[config.mk]
export PLATFORM = sky130hd
export DESIGN_NAME = dp_addsub_seq
export DESIGN_NICKNAME = d
export VERILOG_FILES = /design/src/rtl/dp_addsub_seq.sv
export SDC_FILE = /design/constraint.sdc
export NUM_CORES = 1
export LEC_CHECK = 0
export ABC_AREA = 1
export CORE_ASPECT_RATIO = 1.5
export CORE_MARGIN = 2
export CORE_UTILIZATION = 30
export DETAILED_ROUTE_END_ITERATION = 8
export RECOVER_POWER = 25
export SYNTH_ARGS = -nofsm -noshare
export SYNTH_HDL_FRONTEND = slang
export SYNTH_SLANG_ARGS = --single-unit
[constraint.sdc]
create_clock -name clk -period 11.75 [get_ports clk]
set_input_delay 2.35 -clock clk [delete_from_list [all_inputs] [get_ports clk]]
set_output_delay 2.35 -clock clk [all_outputs]
set_load 0.02 [all_outputs]
[src/rtl/dp_addsub_seq.sv]
// Issue/capture stage around a combinational double-precision add/sub unit:
// operand FIFO in front, result/tag/flag register behind, valid/ready on both sides.
module dp_addsub_seq #(
    parameter int DEPTH = 4,
    parameter int TAG_W = 4
) (
    input  logic                       clk,
    input  logic                       rst,
    input  logic                       in_valid,
    output logic                       in_ready,
    input  logic [63:0]                in_a,
    input  logic [63:0]                in_b,
    input  logic                       in_op,
    input  logic [TAG_W-1:0]           in_tag,
    output logic [63:0]                au_a,
    output logic [63:0]                au_b,
    output logic                       au_op,
    input  logic [63:0]                au_result,
    output logic                       out_valid,
    input  logic                       out_ready,
    output logic [63:0]                out_result,
    output logic [TAG_W-1:0]           out_tag,
    output logic [2:0]                 out_flags,
    output logic [2:0]                 sticky_flags,
    input  logic                       flag_clr,
    output logic [$clog2(DEPTH):0]     fifo_count
);
    localparam int AW = $clog2(DEPTH);
    localparam int CW = AW + 1;
    localparam int EW = 64 + 64 + 1 + TAG_W;

    logic [EW-1:0]    mem [DEPTH];
    logic [AW-1:0]    wr_ptr_q, wr_ptr_d;
    logic [AW-1:0]    rd_ptr_q, rd_ptr_d;
    logic [CW-1:0]    fifo_count_q, fifo_count_d;
    logic             out_valid_q, out_valid_d;
    logic [63:0]      out_result_q, out_result_d;
    logic [TAG_W-1:0] out_tag_q, out_tag_d;
    logic [2:0]       out_flags_q, out_flags_d;
    logic [2:0]       sticky_q, sticky_d;

    logic             push, pop, out_hs;
    logic [EW-1:0]    head;
    logic [TAG_W-1:0] head_tag;
    logic [2:0]       flags_now;
    logic             res_exp_max, res_mant_zero;

    assign in_ready = (fifo_count_q < CW'(DEPTH));
    assign push     = in_valid && in_ready;
    assign pop      = (fifo_count_q != '0) && (!out_valid_q || out_ready);
    assign out_hs   = out_valid_q && out_ready;

    // Head is read combinationally so the unit sees the operands in the issue cycle.
    assign head     = mem[rd_ptr_q];
    assign au_a     = head[EW-1 -: 64];
    assign au_b     = head[EW-65 -: 64];
    assign au_op    = head[TAG_W];
    assign head_tag = head[TAG_W-1:0];

    assign res_exp_max   = (au_result[62:52] == 11'h7FF);
    assign res_mant_zero = (au_result[51:0] == 52'd0);

    // An infinite result only counts as overflow when neither operand was already inf/NaN.
    always_comb begin
        flags_now    = 3'b000;
        flags_now[2] = res_exp_max && !res_mant_zero;
        flags_now[1] = res_exp_max && res_mant_zero &&
                       (au_a[62:52] != 11'h7FF) && (au_b[62:52] != 11'h7FF);
        flags_now[0] = (au_result[62:0] == 63'd0);
    end

    always_ff @(posedge clk) begin
        if (push) begin
            mem[wr_ptr_q] <= {in_a, in_b, in_op, in_tag};
        end
    end

    always_comb begin
        wr_ptr_d     = wr_ptr_q;
        rd_ptr_d     = rd_ptr_q;
        fifo_count_d = fifo_count_q;
        out_valid_d  = out_valid_q;
        out_result_d = out_result_q;
        out_tag_d    = out_tag_q;
        out_flags_d  = out_flags_q;
        sticky_d     = sticky_q;

        if (push) begin
            wr_ptr_d = wr_ptr_q + AW'(1);
        end
        if (pop) begin
            rd_ptr_d     = rd_ptr_q + AW'(1);
            out_valid_d  = 1'b1;
            out_result_d = au_result;
            out_tag_d    = head_tag;
            out_flags_d  = flags_now;
        end else if (out_hs) begin
            out_valid_d = 1'b0;
        end

        case ({push, pop})
            2'b10:   fifo_count_d = fifo_count_q + CW'(1);
            2'b01:   fifo_count_d = fifo_count_q - CW'(1);
            default: fifo_count_d = fifo_count_q;
        endcase

        // Flags of a handshake coinciding with a clear are kept.
        if (out_hs) begin
            sticky_d = (flag_clr ? 3'b000 : sticky_q) | out_flags_q;
        end else if (flag_clr) begin
            sticky_d = 3'b000;
        end
    end

    always_ff @(posedge clk or posedge rst) begin
        if (rst) begin
            wr_ptr_q     <= '0;
            rd_ptr_q     <= '0;
            fifo_count_q <= '0;
            out_valid_q  <= 1'b0;
            out_result_q <= '0;
            out_tag_q    <= '0;
            out_flags_q  <= '0;
            sticky_q     <= '0;
        end else begin
            wr_ptr_q     <= wr_ptr_d;
            rd_ptr_q     <= rd_ptr_d;
            fifo_count_q <= fifo_count_d;
            out_valid_q  <= out_valid_d;
            out_result_q <= out_result_d;
            out_tag_q    <= out_tag_d;
            out_flags_q  <= out_flags_d;
            sticky_q     <= sticky_d;
        end
    end

    assign out_valid    = out_valid_q;
    assign out_result   = out_result_q;
    assign out_tag      = out_tag_q;
    assign out_flags    = out_flags_q;
    assign sticky_flags = sticky_q;
    assign fifo_count   = fifo_count_q;
endmodule

==> impl_metrics.tcl <==
set metrics [dict create \
    outcome "complete, no violations" \
    max_freq_mhz 154.8 \
    max_cap_violations 0 \
    post-place-ws_ps 5921 \
    drt-initial-drc-count 1100 \
    drive_above_1_share 0.05538 \
    synth-edff-count 532 \
    slowest_delay_ps 790 \
    setup_ws_ps 5290 \
    yosys.area_share.simple 0.1017 \
    fillers 7687 \
    grt-ovfl-total 0 \
    hold_viol 0 \
    rr_endpoint "mem[2][94]$_DFFE_PP_" \
    cts_htree_levels 2 \
    powerDensity_mw_per_mm2 268.6 \
    setup_tns_ps 0 \
    ir_drop_v 0.0001381 \
    antenna_found_initial 12 \
    synthFlopType "edfxtp_1" \
    report.final.slew_viol_count 0 \
    drc 0 \
    layout_min_cycle_time_ps 6460 \
    switching_share 0.3698 \
    wl_per_cell_um 19.00 \
    grt_pass1_vias 16190 \
    p_comb_frac 0.401 \
    grt_pass1_wl_um 95850 \
    finalPower_mw 8.212 \
    netlist.top_cell.by_area "edfxtp_1" \
    port_buffers 409 \
    dr.pass1.iters 6 \
    crit_chain "buf_4 > buf_4 > o21ai_0 > o22ai_1 > clkdlybuf4s50_1" \
    routed_wl_um 62740 \
    synth_fa_ha_area_frac 0.003372 \
    syn_area_per_cell_um2 12.53 \
    stdcell_area_mm2 0.03057 \
    yosysWarningCount 0 \
    vias 15530 \
    cts_buffer_depth 3 \
    synth_top_family_by_area "simple AND/OR/NAND/NOR gates" \
    nNetsFinal 2419 \
    cts-root-buf "clkbuf_16" \
    hold_start "out_result[7]$_DFFE_PP0P_" \
    insertion_delay_ps 620 \
    die_h_um 353.9 \
    start_util 0.3022 \
    gp_congestion 0.8490 \
    yosysMostFrequentCell "edfxtp_1" \
    yosys-top-cells-count "edfxtp_1 (532), nand2_1 (297), nor2_1 (279), o21ai_0 (246), buf_4 (140)" \
    io_pins 410 \
    p_seq_frac 0.360 \
    crit_slowest_cell "buf_4" \
    power.share.clock 0.239 \
    hp-class "register to register" \
    ys_seq_area_frac 0.7362 \
    cts_buffers 59 \
    p_leak_nw 10.84 \
    end_kind "output port" \
    syn_nets 2162 \
    worstPathRequired_ps 9400 \
    synth_top_area_frac 0.6524 \
    async_reset_ff_frac 0.1336 \
    power.internal_mw 5.176 \
    start_kind "register" \
    clk_pin_slew_ps 60 \
    cp_max_fo 89 \
    tightestPinTransition_ps 1067 \
    postCtsSetupBuffers 0 \
    cts.sinks 614 \
    multiInputGateArea_mm2 0.004634 \
    place_area_mm2 0.02856 \
    synth_area_leaders "edfxtp_1 (65%), dfrtp_1 (8.4%), o21ai_0 (5.0%), nand2_1 (4.6%), buf_4 (4.3%)" \
    hold_buffers 0 \
    ys_seq_elements 614 \
    avgViaCountPerCell 4.703 \
    die-area_mm2 0.08398 \
    dp_hpwl_um 38570 \
    hold_end "out_result[7]$_DFFE_PP0P_" \
    synthMuxAreaShare 0 \
    period_share 0.5498 \
    rsz0062_at_grt "no" \
    grt_max_degree 166 \
    setup_viol 0 \
    path_class "register to output port" \
    p_switching_mw 3.037 \
    cts_tree "yes" \
    netlist_instances 1954 \
    r2r_cells 4 \
    synth_cell_types 29 \
    grt_usage 0.1473 \
    post-route-util 0.3773 \
    critical_path.most_common_cell "buf_4" \
    relSlewSlack 0.2885 \
    whs_path_depth 2 \
    finClkSkew_ps 22.84 \
    worst_ep_arrival_time_ps 4110 \
    synthXorXnorAreaFrac 0.001431 \
    num_rows 128 \
    dieWidth_um 237.3 \
    syn_to_final_growth_pct 24.85 \
    seq_area_mm2 0.01803 \
    ff2ff_setup_slack_ps 8710 \
    whs_ps 478.6 \
    dp_cells 3190 \
    synth_compound_area_frac 0.08144 \
    drtAntennaViolNets 0 \
    worstReg2RegStart "fifo_count[2]$_DFFE_PP0P_" \
    cts_resized 0 \
    synth_area_mm2 0.02449 \
    stdcell_count 3302 \
    coreArea_mm2 0.08104 \
]
==> routing by layer <==
metal | global-route usage | vias up | share of wire
met2 | 0.2564 | 576 | 0.49
li1 | - | 7215 | -
met5 | 0 | - | 0.00091
met1 | 0.1723 | 7614 | 0.39
met3 | 0.03961 | 115 | 0.077
met4 | 0.05761 | 10 | 0.035
==> area by class of cell <==
cell class,count,share of cell area
Clock buffer,76,0.05308
Antenna cell,5,0.0004092
Clock inverter,31,0.01228
Inverter,94,0.01191
Sequential cell,614,0.5899
Tap cell,1040,0.04256
Timing Repair Buffer,427,0.1383
Multi-Input combinational cell,1015,0.1516
==> cell families (layout without fill, tap and decap cells) <==
family	count (synthesis)	count (layout)
fa+ha+maj	6	6
simple gates	638	638
xor+xnor	4	4
other cells	0	5
flops	614	614
compound gates	367	367
buf+inv	325	628
==> worst max-delay path, delay by kind of cell (launching register included) <==
family	cells	cell delay, ps
buffers and inverters	3	2140
AO/OA/AOI/OAI	2	490
flip-flops	1	670
==> power groups by stage <==
stage / logic, mW / registers [mW] / clock network, mW
2_1_floorplan: 2.16 / 3.15 / 0
3_3_place_gp: 3.29 / 2.98 / 0
3_5_place_dp: 3.34 / 3.00 / 0
4_1_cts: 3.36 / 2.96 / 2.02
5_1_grt: 3.59 / 2.99 / 2.10
6_report: 3.29 / 2.95 / 1.97
==> placed cells by master (no fill, tap or decap), types with 4 or more instances in the layout <==
cell type          n
edfxtp_1         532
or2_0              4
dfrtp_1           80
clkdlybuf4s50_1  318
dlygate4sd3_1     91
nor2_4             4
ha_1               5
o21ai_0          246
clkbuf_1          11
nor3_1             5
a31oi_1            4
nand2_1          296
inv_6              4
o22ai_1          108
nand3_1           43
clkinv_2           6
clkinv_1           7
inv_1             90
bufinv_16          8
nor2_1           275
clkbuf_8           4
buf_4             18
clkbuf_16         61
o21ai_2            4
diode_2            5
==> state kept, by name (all words and copies together), names as in the netlist <==
name,flops
out_result,64
out_flags,3
out_tag,4
mem,532
wr_ptr_q,2
sticky_flags,3
fifo_count,3
out_valid,1
rd_ptr_q,2
==> worst max-delay path by stage <==
stage | start | end | slack (ps) | cells after the start
detailed placement | rd_ptr_q[0]$_DFFE_PP0P_ | au_b[5] | 5920 | 5
floorplan | in_valid | mem[0][0]$_DFFE_PP_ | 3060 | 2
global route | rd_ptr_q[0]$_DFFE_PP0P_ | au_b[17] | 4980 | 5
global placement | rd_ptr_q[0]$_DFFE_PP0P_ | au_b[3] | 6000 | 5
CTS | rd_ptr_q[0]$_DFFE_PP0P_ | au_b[5] | 5230 | 5
finish | rd_ptr_q[0]$_DFFE_PP0P_ | au_b[5] | 5290 | 5
Power figures use the tool's default switching activity.
